**config.mk**
```make
export PLATFORM = sky130hd
export DESIGN_NAME = fft4_stream_flat
export DESIGN_NICKNAME = d
export VERILOG_FILES = /design/src/rtl/fft4_stream_if.sv /design/src/rtl/fft4_stream.sv /design/src/flat_wrapper.sv
export SDC_FILE = /design/constraint.sdc
export NUM_CORES = 1
export LEC_CHECK = 0
export BUFFER_PORTS_ARGS = -buffer_cell sky130_fd_sc_hd__buf_2
export CELL_PAD_IN_SITES_DETAIL_PLACEMENT = 1
export CELL_PAD_IN_SITES_GLOBAL_PLACEMENT = 1
export CORE_MARGIN = 2
export CORE_UTILIZATION = 45
export DETAILED_ROUTE_END_ITERATION = 7
export HOLD_SLACK_MARGIN = 0.12
export PLACE_DENSITY = 0.7
export SYNTH_ARGS = -nofsm -noshare
export SYNTH_HDL_FRONTEND = slang
export SYNTH_SLANG_ARGS = --single-unit
```
**constraint.sdc**
```tcl
create_clock -name clk -period 7.89 [get_ports clk]
set_input_delay 0.789 -clock clk [delete_from_list [all_inputs] [get_ports clk]]
set_output_delay 0.789 -clock clk [all_outputs]
set_load 0.01 [all_outputs]
```
**src/rtl/fft4_stream_if.sv**
```systemverilog
// Sample/bin stream bundle for fft4_stream: input handshake with mode bit,
// output handshake with bin index and last flag.
interface fft4_stream_if #(
    parameter int DW = 16
);
    logic                 inv;
    logic                 in_valid;
    logic                 in_ready;
    logic signed [DW-1:0] in_re;
    logic signed [DW-1:0] in_im;
    logic                 out_valid;
    logic                 out_ready;
    logic signed [DW-1:0] out_re;
    logic signed [DW-1:0] out_im;
    logic [1:0]           out_idx;
    logic                 out_last;

    modport slave (
        input  inv, in_valid, in_re, in_im, out_ready,
        output in_ready, out_valid, out_re, out_im, out_idx, out_last
    );

    modport master (
        output inv, in_valid, in_re, in_im, out_ready,
        input  in_ready, out_valid, out_re, out_im, out_idx, out_last
    );
endinterface

```
**src/rtl/fft4_stream.sv**
```systemverilog
// Streaming 4-point DFT: collects four samples, computes all bins in one
// cycle with exact DW+2 bit sums, then drains them in natural order.
module fft4_stream #(
    parameter int DW    = 16,
    parameter bit SCALE = 1'b1
) (
    input logic          clk,
    input logic          rst,
    fft4_stream_if.slave bus
);
    typedef enum logic [1:0] {FILL, COMPUTE, DRAIN} state_t;

    localparam int XW = DW + 2;
    localparam logic signed [XW-1:0] SAT_MAX = {3'b000, {(DW-1){1'b1}}};
    localparam logic signed [XW-1:0] SAT_MIN = {3'b111, {(DW-1){1'b0}}};

    state_t               state;
    logic [1:0]           cnt;
    logic                 inv_q;
    logic signed [DW-1:0] s_re   [4];
    logic signed [DW-1:0] s_im   [4];
    logic signed [DW-1:0] bin_re [4];
    logic signed [DW-1:0] bin_im [4];

    logic signed [XW-1:0] ar, ai, br, bi, cr, ci, dr, di;
    logic signed [XW-1:0] w1r, w1i, w3r, w3i;
    logic signed [XW-1:0] x_re [4];
    logic signed [XW-1:0] x_im [4];
    logic signed [DW-1:0] f_re [4];
    logic signed [DW-1:0] f_im [4];

    function automatic logic signed [XW-1:0] sx(input logic signed [DW-1:0] v);
        return {{2{v[DW-1]}}, v};
    endfunction

    // Scaled output is floor(sum/4), which always fits DW bits.
    function automatic logic signed [DW-1:0] fmt(input logic signed [XW-1:0] s);
        if (SCALE)
            return DW'(s >>> 2);
        else if (s > SAT_MAX)
            return SAT_MAX[DW-1:0];
        else if (s < SAT_MIN)
            return SAT_MIN[DW-1:0];
        else
            return DW'(s);
    endfunction

    always_comb begin
        ar = sx(s_re[0]);  ai = sx(s_im[0]);
        br = sx(s_re[1]);  bi = sx(s_im[1]);
        cr = sx(s_re[2]);  ci = sx(s_im[2]);
        dr = sx(s_re[3]);  di = sx(s_im[3]);

        // Rotation by -j for bin 1 / +j for bin 3 in the forward direction.
        w1r = ar + bi - cr - di;
        w1i = ai - br - ci + dr;
        w3r = ar - bi - cr + di;
        w3i = ai + br - ci - dr;

        x_re[0] = ar + br + cr + dr;
        x_im[0] = ai + bi + ci + di;
        x_re[2] = ar - br + cr - dr;
        x_im[2] = ai - bi + ci - di;
        x_re[1] = inv_q ? w3r : w1r;
        x_im[1] = inv_q ? w3i : w1i;
        x_re[3] = inv_q ? w1r : w3r;
        x_im[3] = inv_q ? w1i : w3i;

        for (int unsigned k = 0; k < 4; k++) begin
            f_re[k] = fmt(x_re[k]);
            f_im[k] = fmt(x_im[k]);
        end
    end

    always_ff @(posedge clk) begin
        if (rst) begin
            state         <= FILL;
            cnt           <= '0;
            inv_q         <= 1'b0;
            bus.in_ready  <= 1'b1;
            bus.out_valid <= 1'b0;
            bus.out_re    <= '0;
            bus.out_im    <= '0;
            bus.out_idx   <= '0;
            bus.out_last  <= 1'b0;
        end else begin
            case (state)
                FILL: begin
                    if (bus.in_valid && bus.in_ready) begin
                        s_re[cnt] <= bus.in_re;
                        s_im[cnt] <= bus.in_im;
                        if (cnt == 2'd0)
                            inv_q <= bus.inv;
                        cnt <= cnt + 2'd1;
                        if (cnt == 2'd3) begin
                            state        <= COMPUTE;
                            bus.in_ready <= 1'b0;
                        end
                    end
                end
                COMPUTE: begin
                    for (int unsigned k = 0; k < 4; k++) begin
                        bin_re[k] <= f_re[k];
                        bin_im[k] <= f_im[k];
                    end
                    bus.out_re    <= f_re[0];
                    bus.out_im    <= f_im[0];
                    bus.out_idx   <= '0;
                    bus.out_last  <= 1'b0;
                    bus.out_valid <= 1'b1;
                    state         <= DRAIN;
                end
                DRAIN: begin
                    if (bus.out_ready) begin
                        if (bus.out_idx == 2'd3) begin
                            state         <= FILL;
                            bus.out_valid <= 1'b0;
                            bus.out_last  <= 1'b0;
                            bus.in_ready  <= 1'b1;
                        end else begin
                            bus.out_idx  <= bus.out_idx + 2'd1;
                            bus.out_re   <= bin_re[bus.out_idx + 2'd1];
                            bus.out_im   <= bin_im[bus.out_idx + 2'd1];
                            bus.out_last <= (bus.out_idx == 2'd2);
                        end
                    end
                end
                default: state <= FILL;
            endcase
        end
    end
endmodule

```
**src/flat_wrapper.sv**
```systemverilog
// flat-port wrapper written by rule: the top's interface ports become plain ports
module fft4_stream_flat 
#(
    parameter int DW    = 16,
    parameter bit SCALE = 1'b1
)
  (clk, rst, bus_inv, bus_in_valid, bus_in_re, bus_in_im, bus_out_ready, bus_in_ready, bus_out_valid, bus_out_re, bus_out_im, bus_out_idx, bus_out_last);
  fft4_stream_if #(.DW(DW)) bus_i ();
  input logic clk;
  input logic rst;
  input wire logic [$bits(bus_i.inv)-1:0] bus_inv;
  input wire logic [$bits(bus_i.in_valid)-1:0] bus_in_valid;
  input wire logic [$bits(bus_i.in_re)-1:0] bus_in_re;
  input wire logic [$bits(bus_i.in_im)-1:0] bus_in_im;
  input wire logic [$bits(bus_i.out_ready)-1:0] bus_out_ready;
  output wire logic [$bits(bus_i.in_ready)-1:0] bus_in_ready;
  output wire logic [$bits(bus_i.out_valid)-1:0] bus_out_valid;
  output wire logic [$bits(bus_i.out_re)-1:0] bus_out_re;
  output wire logic [$bits(bus_i.out_im)-1:0] bus_out_im;
  output wire logic [$bits(bus_i.out_idx)-1:0] bus_out_idx;
  output wire logic [$bits(bus_i.out_last)-1:0] bus_out_last;
  assign bus_i.inv = bus_inv;
  assign bus_i.in_valid = bus_in_valid;
  assign bus_i.in_re = bus_in_re;
  assign bus_i.in_im = bus_in_im;
  assign bus_i.out_ready = bus_out_ready;
  assign bus_in_ready = bus_i.in_ready;
  assign bus_out_valid = bus_i.out_valid;
  assign bus_out_re = bus_i.out_re;
  assign bus_out_im = bus_i.out_im;
  assign bus_out_idx = bus_i.out_idx;
  assign bus_out_last = bus_i.out_last;
  fft4_stream #(.DW(DW), .SCALE(SCALE)) u_core (.clk(clk), .rst(rst), .bus(bus_i));
endmodule
```
==> summary.md <==
| Metric | Value |
|---|---|
| Worst-path cell chain | inv_1 -> fa_1 -> fa_1 -> inv_1 -> ha_1 -> nand4b_1 -> a211oi_2 -> o2111ai_1 -> a31oi_1 -> a21o_1 -> a21oi_2 -> xnor2_1 -> mux2_2 |
| Status | finished clean |
| All-layer global routing usage | between 20% and 30% |
| Worst setup SP type | flip-flop |
| Area delta synth->final | 10.81% |
| Hpwl dp | just over 50000 µm |
| Vias per cell | 5.485 |
| Crit path largest cell delay | about 560 ps |
| CTS H-Tree Depth | 2 |
| I/O pin cnt | 74 |
| Synth Cell Area | 23020 µm² |
| Crit share post-route | ~58% |
| Clock Sinks | 298 |
| Leakage power | 0.01103 µW |
| Vias post-DR | roughly 15000 |
| Worst EP required | slightly above 8000 ps |
| Sw Pwr | about 1600 µW |
| CP Max Fanout | 4 |
| Overall Power | between 5000 and 6000 µW |
| Clock power share | a little over a third |
| PwrDens | slightly below 200 nW/µm² |
| Warnings, synthesis | 0 |
| Clock latency at the later pin of the worst-skew pair | approximately 570 ps |
| Detailed-route wire length | roughly 66000 µm |
| Antenna violation net count after detailed routing | 0 |
| Top FF cell, synth | edfxtp_1 |
| Fin util | between 50% and 60% |
| Actual slew at the worst max-slew pin | 1189 ps |
| Chip Width | around 230 µm |
| Synth Instances | between 1500 and 2000 |
| Final hold violation count | 0 |
| Pins Over Slew Limit | 0 |
| RSZ-0062 raised after global routing | false |
| Overflow after GRT | 0 |
| Reg power frac | 36.3% |
| Layout cells sized above 1 | 12.24% |
| Syn_area_per_cell | around 12 µm² |
| VDD IR max | between 0.0001 and 0.00015 V |
| Tmin final | around 4600 ps |
| CTS Buf Count | 39 |
| Layout net count | approximately 2500 |
| Max-capacitance violation count | 0 |
| Clock skew | ~19 ps |
| Sequential share of the synthesized area | a little under two fifths |
| Clock transition at path regs | about 70 ps |
| Post-synth EDFFs | between 200 and 300 |
| Routability cong. | 0.8915 |
| Combinational Power Share | between 20 and 30% |
| Critical path class | flip-flop to flip-flop |
| Hold Buf Count CTS | 0 |
| PortBufs | 73 |
| DR iter-0 viols | 1065 |
| Number of global-route vias before repair | between 15000 and 20000 |
| Switch share | a little under a third |
| Largest net degree at the start of global routing | 80 |
| Most frequent cells in the layout | inv_1 (398), fa_1 (258), edfxtp_1 (256) |
| Row count | 82 |
| Clock root buffer | clkbuf_16 |
| FF+latch count, synth | approximately 300 |
| Final setup violation count | 0 |
| DR pass1 iterations | 5 |
| Synthesized Nets | between 2000 and 2500 |
| Initial antenna violation count | 1 |
| Fmax | approximately 220 MHz |
| Initial Utilization | 45.69% |
| Residual DRC | 0 |
| CP Capture Type | flip-flop |
| Area of the die | about 53000 µm² |
| Hold WC Path Type | input port to flip-flop |
| Setup TNS Final | 0 ps |
| Crit path arrival time | 4890 ps |
| Post_cts resized | 0 |
| Worst slew margin | slightly above 20% |
| CTS tree | done |
| Register-to-register setup slack | roughly 3300 ps |
| Slowest CP cell | fa_1 |
| First-pass GRT wire length | just over 100000 µm |
| FILL cells | between 5000 and 6000 |
| Core ar. | about 50000 µm² |
| Post-CTS setup buffer count | 0 |
| Commonest non-fill, non-tap cell in the layout | inv_1 |
| Die height | between 200 and 250 µm |
| Clk buf depth | 3 |
| Asr flop ratio synth | 0% |
| Total internal power | approximately 3400 µW |
| Routed wire length per instance | between 20 and 25 µm |
| Unique masters post-synth | 76 |
[per-stage QoR]
step                hold WS, ps  instance area [µm²]  instances  setup WS, ps
floorplan                 474.9                23020       1980         583.4
global placement          444.1                24190       2700          3324
detailed placement        452.5                24190       2700          3332
CTS                       405.4                25500       2772          3287
global route              415.2                25500       2772          3062
finish                    433.8                25510       2773          3317
[final cells by class]
class | instances | area [µm²] | share of cell area, %
Multi-Input combinational cell | 1242 | 12840 | 50.36
Sequential cell | 298 | 8531 | 33.45
Inverter | 401 | 1505 | 5.901
Clock buffer | 53 | 1089 | 4.268
Tap cell | 672 | 840.8 | 3.297
Timing Repair Buffer | 87 | 470.5 | 1.844
Clock inverter | 19 | 224.0 | 0.8781
Antenna cell | 1 | 2.502 | 0.009811
[power groups by stage]
stage                     logic [µW]  registers (µW)  clock network (µW)
final                           1360            1830                1840
after floorplan                  920            1850                   0
after CTS                       1350            1830                1880
after global routing            1500            1830                1940
after global placement          1290            1860                   0
after detailed placement        1340            1860                   0
[metal layers]
| metal | up-vias | global-route usage (%) | share of wire, % |
|---|---|---|---|
| li1 | 6807 | - | - |
| met1 | 7893 | 35.75 | 45 |
| met2 | 410 | 41.09 | 46 |
| met3 | 97 | 4.650 | 5.9 |
| met4 | 2 | 8.125 | 3.3 |
| met5 | - | 0 | 0.024 |
[state kept, by name, summed over array words and instances, names as in the netlist]
name and flops:
u_core.bin_im 64, u_core.bin_re 64, u_core.s_im 64, u_core.s_re 64, u_core.bus.out_im 16, u_core.bus.out_re 16, u_core.bus.out_idx 2, u_core.cnt 2
u_core.state 2, u_core.bus.in_ready 1, u_core.bus.out_last 1, u_core.bus.out_valid 1, u_core.inv_q 1
[worst max-delay path, delay by kind of cell (launching register included)]
kind / cells / cell delay, ps
adder cells (fa/ha/maj): 3 / 1400
XOR/XNOR: 1 / 140
AND/OR/NAND/NOR: 1 / 190
flip-flops: 1 / 420
buffers and inverters: 2 / 160
multiplexers: 1 / 270
AO/OA/AOI/OAI: 5 / 1740
[synthesized netlist by cell type (4+ instances only)]
library cell	instances	area, µm²
inv_1	398	1494
fa_1	258	5165
edfxtp_1	256	7687
ha_1	138	1727
nor2_1	117	439.2
nand2_1	98	367.9
a21oi_1	86	430.4
xnor2_1	71	621.9
dfxtp_1	42	840.8
mux2_2	41	461.7
nor3_1	40	200.2
a21o_1	39	292.8
xor2_1	35	306.5
mux4_2	32	720.7
o21ai_0	31	155.2
o21a_1	30	225.2
clkbuf_1	28	105.1
nand3_1	18	90.09
a311oi_1	16	140.1
a211oi_1	15	112.6
and3_1	14	87.58
nor2b_1	13	81.33
buf_2	10	50.05
o21bai_1	9	67.56
o22ai_1	9	56.30
a31oi_1	8	50.05
nand4_1	8	50.05
o21ai_1	8	40.04
or3_1	8	50.05
and4_1	6	52.55
nand2b_1	6	37.54
o31ai_1	6	45.04
or2_2	6	37.54
and2_1	5	31.28
a21oi_2	4	35.03
mux2i_1	4	40.04
nand4b_1	4	35.03
nor4_1	4	25.02
o211ai_1	4	30.03
[cells by family after synthesis]
logic type | count (synthesis) | synth area share, %
compound gates | 298 | 8.866
xor+xnor | 106 | 4.033
fa+ha+maj | 398 | 30.03
buf+inv | 440 | 7.229
flops | 298 | 37.05
mux | 77 | 5.311
simple gates | 363 | 7.485
[worst paths after layout]
check | startpoint | end | depth (start not counted)
max | u_core.s_im[3][2] | u_core.bin_re[1][14] | 13
min | bus_in_re[5] | u_core.s_re[0][5] | 1
max reg2reg | u_core.s_im[3][2] | u_core.bin_re[1][14] | 13
min reg2reg | u_core.bus.in_ready | u_core.bus.in_ready | 2
(Power assumes the default switching activity.)
